### src/rtl/alu_op_sequencer.sv
// Sequencer in front of the 32-bit combinational ALU: takes one request at a time, holds the
// ALU inputs for SETTLE cycles, captures the result and returns it over a backpressured handshake.
//
// state | meaning
// IDLE  | req_ready high, waiting for a request; alu_ctr parked at 000
// EXEC  | ALU inputs held; settle counter runs down to capture
// RESP  | response presented on rsp_*, waiting for rsp_ready
module alu_op_sequencer #(
    parameter int N      = 32,
    parameter int SETTLE = 1,
    parameter int CNT_W  = 16
) (
    input  logic             clk_i,
    input  logic             rst_ni,
    input  logic             req_valid_i,
    output logic             req_ready_o,
    input  logic [3:0]       req_func_i,
    input  logic [N-1:0]     req_a_i,
    input  logic [N-1:0]     req_b_i,
    output logic [N-1:0]     alu_a_o,
    output logic [N-1:0]     alu_b_o,
    output logic [2:0]       alu_ctr_o,
    input  logic [N-1:0]     alu_result_i,
    input  logic             alu_zero_i,
    input  logic             alu_overflow_i,
    output logic             rsp_valid_o,
    input  logic             rsp_ready_i,
    output logic [N-1:0]     rsp_result_o,
    output logic             rsp_zero_o,
    output logic             rsp_overflow_o,
    output logic             rsp_illegal_o,
    output logic             ov_sticky_o,
    input  logic             ov_clear_i,
    output logic [CNT_W-1:0] op_count_o
);

    typedef enum logic [1:0] {IDLE, EXEC, RESP} state_e;

    localparam logic [3:0] SETTLE_L = 4'(SETTLE);

    state_e           state_q, state_d;
    logic [3:0]       cnt_q, cnt_d;
    logic [N-1:0]     alu_a_q, alu_a_d, alu_b_q, alu_b_d;
    logic [2:0]       ctr_q, ctr_d;
    logic [N-1:0]     rsp_result_q, rsp_result_d;
    logic             rsp_zero_q, rsp_zero_d;
    logic             rsp_ov_q, rsp_ov_d;
    logic             rsp_ill_q, rsp_ill_d;
    logic             ov_sticky_q, ov_sticky_d;
    logic [CNT_W-1:0] op_count_q, op_count_d;
    logic             func_legal;
    logic [2:0]       func_ctr;
    logic             ov_masked;

    always_comb begin
        func_legal = 1'b1;
        func_ctr   = 3'b000;
        case (req_func_i)
            4'd0:    func_ctr = 3'b000;
            4'd1:    func_ctr = 3'b001;
            4'd2:    func_ctr = 3'b010;
            4'd3:    func_ctr = 3'b100;
            4'd4:    func_ctr = 3'b101;
            4'd5:    func_ctr = 3'b110;
            4'd6:    func_ctr = 3'b111;
            default: func_legal = 1'b0;
        endcase
    end

    // Only the signed ADD (001) and SUB (101) encodings report overflow.
    assign ov_masked = alu_overflow_i & ctr_q[0] & ~ctr_q[1];

    always_comb begin
        state_d      = state_q;
        cnt_d        = cnt_q;
        alu_a_d      = alu_a_q;
        alu_b_d      = alu_b_q;
        ctr_d        = ctr_q;
        rsp_result_d = rsp_result_q;
        rsp_zero_d   = rsp_zero_q;
        rsp_ov_d     = rsp_ov_q;
        rsp_ill_d    = rsp_ill_q;
        ov_sticky_d  = ov_sticky_q & ~ov_clear_i;
        op_count_d   = op_count_q;
        case (state_q)
            IDLE: begin
                if (req_valid_i) begin
                    if (func_legal) begin
                        alu_a_d = req_a_i;
                        alu_b_d = req_b_i;
                        ctr_d   = func_ctr;
                        cnt_d   = SETTLE_L;
                        state_d = EXEC;
                    end else begin
                        rsp_result_d = '0;
                        rsp_zero_d   = 1'b0;
                        rsp_ov_d     = 1'b0;
                        rsp_ill_d    = 1'b1;
                        state_d      = RESP;
                    end
                end
            end
            EXEC: begin
                cnt_d = cnt_q - 4'd1;
                if (cnt_q == 4'd1) begin
                    rsp_result_d = alu_result_i;
                    rsp_zero_d   = alu_zero_i;
                    rsp_ov_d     = ov_masked;
                    rsp_ill_d    = 1'b0;
                    if (ov_masked) ov_sticky_d = 1'b1;
                    state_d = RESP;
                end
            end
            RESP: begin
                if (rsp_ready_i) begin
                    ctr_d   = 3'b000;
                    state_d = IDLE;
                    if (!rsp_ill_q) op_count_d = op_count_q + 1'b1;
                end
            end
            default: state_d = IDLE;
        endcase
    end

    always_ff @(posedge clk_i or negedge rst_ni) begin
        if (!rst_ni) begin
            state_q      <= IDLE;
            cnt_q        <= '0;
            alu_a_q      <= '0;
            alu_b_q      <= '0;
            ctr_q        <= '0;
            rsp_result_q <= '0;
            rsp_zero_q   <= 1'b0;
            rsp_ov_q     <= 1'b0;
            rsp_ill_q    <= 1'b0;
            ov_sticky_q  <= 1'b0;
            op_count_q   <= '0;
        end else begin
            state_q      <= state_d;
            cnt_q        <= cnt_d;
            alu_a_q      <= alu_a_d;
            alu_b_q      <= alu_b_d;
            ctr_q        <= ctr_d;
            rsp_result_q <= rsp_result_d;
            rsp_zero_q   <= rsp_zero_d;
            rsp_ov_q     <= rsp_ov_d;
            rsp_ill_q    <= rsp_ill_d;
            ov_sticky_q  <= ov_sticky_d;
            op_count_q   <= op_count_d;
        end
    end

    assign req_ready_o    = (state_q == IDLE);
    assign rsp_valid_o    = (state_q == RESP);
    assign alu_a_o        = alu_a_q;
    assign alu_b_o        = alu_b_q;
    assign alu_ctr_o      = ctr_q;
    assign rsp_result_o   = rsp_result_q;
    assign rsp_zero_o     = rsp_zero_q;
    assign rsp_overflow_o = rsp_ov_q;
    assign rsp_illegal_o  = rsp_ill_q;
    assign ov_sticky_o    = ov_sticky_q;
    assign op_count_o     = op_count_q;

endmodule

### config.mk
export PLATFORM = sky130hd
export DESIGN_NAME = alu_op_sequencer
export DESIGN_NICKNAME = d
export VERILOG_FILES = /design/src/rtl/alu_op_sequencer.sv
export SDC_FILE = /design/constraint.sdc
export NUM_CORES = 1
export LEC_CHECK = 0
export ABC_AREA = 1
export BUFFER_PORTS_ARGS = -buffer_cell sky130_fd_sc_hd__buf_2
export CAP_MARGIN = 5
export CORE_MARGIN = 5
export CORE_UTILIZATION = 50
export DETAILED_ROUTE_END_ITERATION = 16
export HOLD_SLACK_MARGIN = 0.15
export PLACE_DENSITY_LB_ADDON = 0.3
export SLEW_MARGIN = 0
export SYNTH_ARGS = -nofsm -noshare
export SYNTH_HDL_FRONTEND = slang
export SYNTH_SLANG_ARGS = --single-unit
export TNS_END_PERCENT = 5
### constraint.sdc
create_clock -name clk_i -period 3.4 [get_ports clk_i]
set_input_delay 1.02 -clock clk_i [delete_from_list [all_inputs] [get_ports clk_i]]
set_output_delay 1.02 -clock clk_i [all_outputs]
set_load 0.01 [all_outputs]
Yosys cells after proc, flatten, opt, wreduce, memory -nomap -nowiden --
Cells that the tools add are included.
Word-level totals: flip-flop bits (word level) 125, output and inout bits 121, input port bits 107, word-level logic and storage cells 75, bits in read-only memories 0, bits in latches 0, memories 0, memory bits (writable) 0
Operators by class: $mul 0, shift-type cells 0, reductions and logical operators 11, multiplexer cells 31, add/subtract/negate cells 2, bitwise operators 6, div/mod/pow operators 0, magnitude comparators 0, eq/ne operators 14
Operators with widths (number):
- 32-bit two-way mux | 3
- 32-bit case mux with 2 select lines | 1
- 3-bit case mux with 6 select lines | 1
- 16-bit by 1-bit adder with 16-bit output (second input constant) | 1
- 4-bit by 3-bit equality test with 1-bit output (second input constant) | 3
- 3-bit AND reduction | 4
- 1-bit two-way mux | 11
- 3-bit two-way mux | 3
- 4-bit by 1-bit equality test with 1-bit output (second input constant) | 2
- 4-bit by 2-bit equality test with 1-bit output (second input constant) | 2
- 2-bit two-way mux | 4
- 4-bit two-way mux | 2
- 4-bit case mux with 2 select lines | 1
- 4-bit AND reduction | 2
- 7-bit OR reduction | 1
- 2-bit != test (second input constant) | 3
- 1-bit case mux with 2 select lines | 3
- 2-bit case mux with 3 select lines | 1
- 3-bit case mux with 2 select lines | 1
- 4-bit zero test | 1
- 2-bit by 1-bit != test with 1-bit output (second input constant) | 2
- 2-bit nonzero test | 2
- 4-bit by 1-bit subtractor with 4-bit output (second input constant) | 1
- 1-bit bitwise AND | 3
- 4 further kinds | 6

Longest topological paths before layout --
depth in word-level cells 6, mapped depth 10, gate-level depth less buffers 9

Least setup slack after synthesis --
Ideal clock, no wire load.
path type input to register, from input req_func_i[1], to register alu_a_q[0] (netlist: alu_a_o[0]), buffers on the path 2, slack 1479 ps, cell stages on the path 8, data arrival time 1804 ps, required time 3283 ps, setup time 117 ps, cell sequence nand2_1 o21ai_0 nor2_1 nand2_1 buf_2 buf_4 nand2_1 nand2_1
Between the ends: cells in the longest elaborated chain, start to end 4, elaborated cells between the ends (all ways) 10, those cells by class eq/ne (6); mux (1); reduce/logical (3)
Ends and longest elaborated chain:
- start: declaration | line 17 | input logic [3:0] req_func_i,
- 4-bit by 3-bit equality test with 1-bit output, or another cell as far along | line 58 | case (req_func_i)
- 7-bit OR reduction (no line) (*)
- 1-bit two-way mux (*) | line 58
- 3-bit AND reduction (no line) (*)
- end signal: assignment | line 141 | alu_a_q <= alu_a_d;
- end: declaration | line 43 | logic [N-1:0] alu_a_q, alu_a_d, alu_b_q, alu_b_d;
Every way passes the cells marked *; elsewhere a longest branch is shown, timed or not. A chain may end at the register's enable or synchronous reset.

Final worst setup path --
from register state_q[0], to output rsp_valid_o
Between the ends: cells in the longest elaborated chain, start to end 1
Ends and longest elaborated chain:
- start: declaration | line 41 | state_e state_q, state_d;
- start signal: assignment | line 139 | state_q <= state_d;
- 2-bit equality test | line 154 | assign rsp_valid_o = (state_q == RESP);
- end: declaration | line 26 | output logic rsp_valid_o,
No other way between the ends.

==> run_summary.xml <==
<?xml version="1.0" encoding="UTF-8"?>
<metrics>
  <group name="floorplan">
    <metric name="initial_core_util" unit="">0.5167</metric>
    <metric name="floorplan.rows" unit="">37</metric>
    <metric name="fp.dieH" unit="um">113.5</metric>
    <metric name="placeableCoreArea" unit="um2">10370</metric>
    <metric name="floorplan.die.width" unit="um">113.5</metric>
    <metric name="ios" unit="">228</metric>
    <metric name="die-area" unit="um2">12890</metric>
  </group>
  <group name="logic_synthesis">
    <metric name="syn_avg_cell_area" unit="um2">8.545</metric>
    <metric name="synth_top_area_frac" unit="">0.5838</metric>
    <metric name="mappedNetlistArea" unit="um2">5358</metric>
    <metric name="synth_async_sr_flop_share" unit="">1.000</metric>
    <metric name="yosysWarnings" unit="">0</metric>
    <metric name="post-synth-top-count-cell" unit="">sky130_fd_sc_hd__nand2_1</metric>
    <metric name="dominantRegCellSynth" unit="">sky130_fd_sc_hd__dfrtp_1</metric>
    <metric name="synth.largest_area_cell" unit="">sky130_fd_sc_hd__dfrtp_1</metric>
    <metric name="synth_enable_flop_cells" unit="">0</metric>
    <metric name="synth_cell_type_count" unit="">20</metric>
    <metric name="synth.cells.most_frequent" unit="">sky130_fd_sc_hd__nand2_1, sky130_fd_sc_hd__dfrtp_1, sky130_fd_sc_hd__nand3_1</metric>
    <metric name="ys_seq_elements" unit="">125</metric>
    <metric name="post_synthesis_sequential_area_ratio" unit="">0.5838</metric>
    <metric name="synth_nets" unit="">737</metric>
    <metric name="synthesis.instances" unit="">627</metric>
    <metric name="netlist_top_cells_area" unit="">sky130_fd_sc_hd__dfrtp_1, sky130_fd_sc_hd__nand2_1, sky130_fd_sc_hd__nand3_1</metric>
  </group>
  <group name="global_route">
    <metric name="grt_first_pass_wirelength" unit="um">24870</metric>
    <metric name="grt_start_max_net_pins" unit="">66</metric>
    <metric name="number_of_global_route_vias_before_repair" unit="">5218</metric>
    <metric name="grt_remaining_overflow" unit="">0</metric>
    <metric name="grt_util_all_layers" unit="">0.2408</metric>
    <metric name="grt_antenna_before_repair" unit="">0</metric>
  </group>
  <group name="timing">
    <metric name="rsz0062_at_grt" unit="">false</metric>
    <metric name="final-max-slew-violation-count" unit="">0</metric>
    <metric name="timing.final.hold_violations" unit="">0</metric>
    <metric name="min_period" unit="ps">2372</metric>
    <metric name="fin_crit_sh" unit="">0.6976</metric>
    <metric name="worst_slew_pin_slew" unit="ps">908.6</metric>
    <metric name="slew_headroom" unit="">0.3905</metric>
    <metric name="setup_viol" unit="">0</metric>
    <metric name="timing.setup.tns" unit="ps">0</metric>
    <metric name="clock-skew-final" unit="ps">6.968</metric>
    <metric name="achievable-frequency" unit="MHz">421.6</metric>
  </group>
  <group name="placement">
    <metric name="dpl_cell_area" unit="um2">6583</metric>
    <metric name="placement.io_buffers" unit="">227</metric>
    <metric name="routabilityCongestion" unit="">0.8517</metric>
    <metric name="dpl.hpwl" unit="um">10990</metric>
  </group>
  <group name="drt">
    <metric name="drt-total-wl" unit="um">15050</metric>
    <metric name="detail_route.wl_per_cell" unit="um">15.11</metric>
    <metric name="firstDrtPassIters" unit="">6</metric>
    <metric name="initialDrtViolationCount" unit="">404</metric>
    <metric name="final_antenna_net_count" unit="">0</metric>
    <metric name="drc" unit="">0</metric>
    <metric name="route.detailed.vias_per_inst" unit="">5.157</metric>
    <metric name="num_vias" unit="">5136</metric>
  </group>
  <group name="final_layout">
    <metric name="post-route-cell-area" unit="um2">7201</metric>
    <metric name="fraction_of_layout_cells_with_a_size_suffix_above_1" unit="">0.3221</metric>
    <metric name="final_core_utilization" unit="">0.6944</metric>
    <metric name="num_antenna_cells" unit="">0</metric>
    <metric name="area_growth_syn_to_layout" unit="%">34.40</metric>
    <metric name="layout.nets" unit="">957</metric>
  </group>
  <group name="clocking">
    <metric name="cts-htree-levels" unit="">4</metric>
    <metric name="ctsResizeCount" unit="">0</metric>
    <metric name="cts.sink_count" unit="">125</metric>
    <metric name="cts-root-buf" unit="">sky130_fd_sc_hd__clkbuf_8</metric>
    <metric name="tritoncts_clock_tree" unit="">yes</metric>
    <metric name="clock_latency" unit="ps">510</metric>
    <metric name="post_cts_setup_buffer_count" unit="">0</metric>
    <metric name="postCtsHoldBufs" unit="">0</metric>
    <metric name="numCtsBuffers" unit="">17</metric>
    <metric name="clkSlewWorstSetupHoldPaths" unit="ps">60</metric>
    <metric name="clk_path_buf_depth" unit="">2</metric>
  </group>
  <group name="worst_hold_path">
    <metric name="min-delay-path-class" unit="">reg2reg</metric>
  </group>
  <group name="pwr">
    <metric name="worst_ir_drop_vdd" unit="mV">0.4860</metric>
    <metric name="power.density_cell_area" unit="nW/um2">904.1</metric>
    <metric name="design_power_total" unit="mW">6.510</metric>
    <metric name="power.static_leakage" unit="nW">4.203</metric>
  </group>
  <group name="setup_path">
    <metric name="end_kind" unit="">output pin</metric>
    <metric name="timing.setup.critical_path_class" unit="">reg2out</metric>
    <metric name="critical_path.max_fanout" unit="">5</metric>
    <metric name="worst_ep_required_time" unit="ps">2380</metric>
    <metric name="critPathLaunchType" unit="">flop</metric>
    <metric name="worst-endpoint-arrival" unit="ps">1350</metric>
  </group>
  <group name="run">
    <metric name="max-cap-violations" unit="">0</metric>
  </group>
  <group name="status">
    <metric name="run_status" unit="">complete, no violations</metric>
  </group>
</metrics>
## flip-flops by register name, indices dropped and copies added, names as in the netlist
signal / count
rsp_overflow_o: 1
op_count_o: 16
ov_sticky_o: 1
alu_a_o: 32
rsp_result_o: 32
rsp_zero_o: 1
state_q: 2
rsp_illegal_o: 1
cnt_q: 4
alu_b_o: 32
alu_ctr_o: 3
## per-stage QoR
stage          hold slack, ps  worst slack, ps  cells
5_1_grt                 484.4            958.9    996
6_report                461.3             1028    996
4_1_cts                 468.0            992.0    996
3_5_place_dp            453.7            833.3    964
2_1_floorplan           453.0             1479    627
3_3_place_gp            448.1            914.3    964
## per-layer routing
layer,global-route usage,share of wire,wire [um],vias up
met1,0.2876,0.38,5748,2411
met5,0,0,0,-
met4,0.09535,0.024,357,0
met2,0.3942,0.49,7392,229
li1,-,-,-,2462
met3,0.09178,0.10,1551,34
## worst paths after layout
kind                            slack [ps]               end              from  cells after the start
worst max-delay path                  1030       rsp_valid_o        state_q[0]                      2
min in group asynchronous              550     op_count_o[8]            rst_ni                      1
worst min register to register         460  rsp_result_o[29]  rsp_result_o[29]                      2
worst max register to register        1390       ov_sticky_o          cnt_q[0]                      5
worst min-delay path                   460  rsp_result_o[29]  rsp_result_o[29]                      2
max in group asynchronous             2150       alu_a_o[16]            rst_ni                      2
## cell families (layout without fill, tap and decap cells)
logic type,count (synthesis),in the layout,synth area share
and+or+nand+nor,408,408,0.3262
DFF,125,125,0.5838
buffers and inverters,69,302,0.05605
AOI/OAI and AO/OA,13,13,0.01214
xor gates and xnor gates,9,9,0.01471
adders and majority gates,3,3,0.007007
## critical path, cell delays in order (launching register included)
cell	delay (ps)
sky130_fd_sc_hd__dfrtp_1	440
sky130_fd_sc_hd__nor2_2	220
sky130_fd_sc_hd__buf_2	180
## cell usage in the layout (no fill, tap or decap), types with 4 or more instances in the layout
cell type                    count
sky130_fd_sc_hd__nand2_1       257
sky130_fd_sc_hd__buf_2         226
sky130_fd_sc_hd__dfrtp_1       125
sky130_fd_sc_hd__nand3_1        82
sky130_fd_sc_hd__nand4_1        39
sky130_fd_sc_hd__inv_1          32
sky130_fd_sc_hd__nor2_1         19
sky130_fd_sc_hd__clkbuf_16      16
sky130_fd_sc_hd__o21ai_0        11
sky130_fd_sc_hd__buf_4           8
sky130_fd_sc_hd__clkbuf_8        6
sky130_fd_sc_hd__nor2_2          5
sky130_fd_sc_hd__xnor2_1         5
sky130_fd_sc_hd__xor2_1          4
sky130_fd_sc_hd__clkinvlp_4      4
## cell type report
| type | count | area (um2) |
|---|---|---|
| repair buffers | 235 | 1211 |
| well taps | 136 | 170.2 |
| clock buffers | 22 | 483.0 |
| multi-input cells | 433 | 1942 |
| inverters | 35 | 131.4 |
| flip-flops and latches | 125 | 3128 |
| fillers | 876 | 3169 |
| clock inverters | 10 | 135.1 |
## power by group
| part | internal (mW) | total [mW] | switching [mW] | leakage (nW) |
|---|---|---|---|---|
| Combinational | 0.794 | 2.20 | 1.41 | 2.30 |
| Clock | 1.21 | 1.84 | 0.628 | 0.295 |
| Sequential | 2.09 | 2.47 | 0.386 | 1.61 |
| Total | 4.09 | 6.51 | 2.42 | 4.20 |
Note: power is estimated with default switching activity, not from simulation.
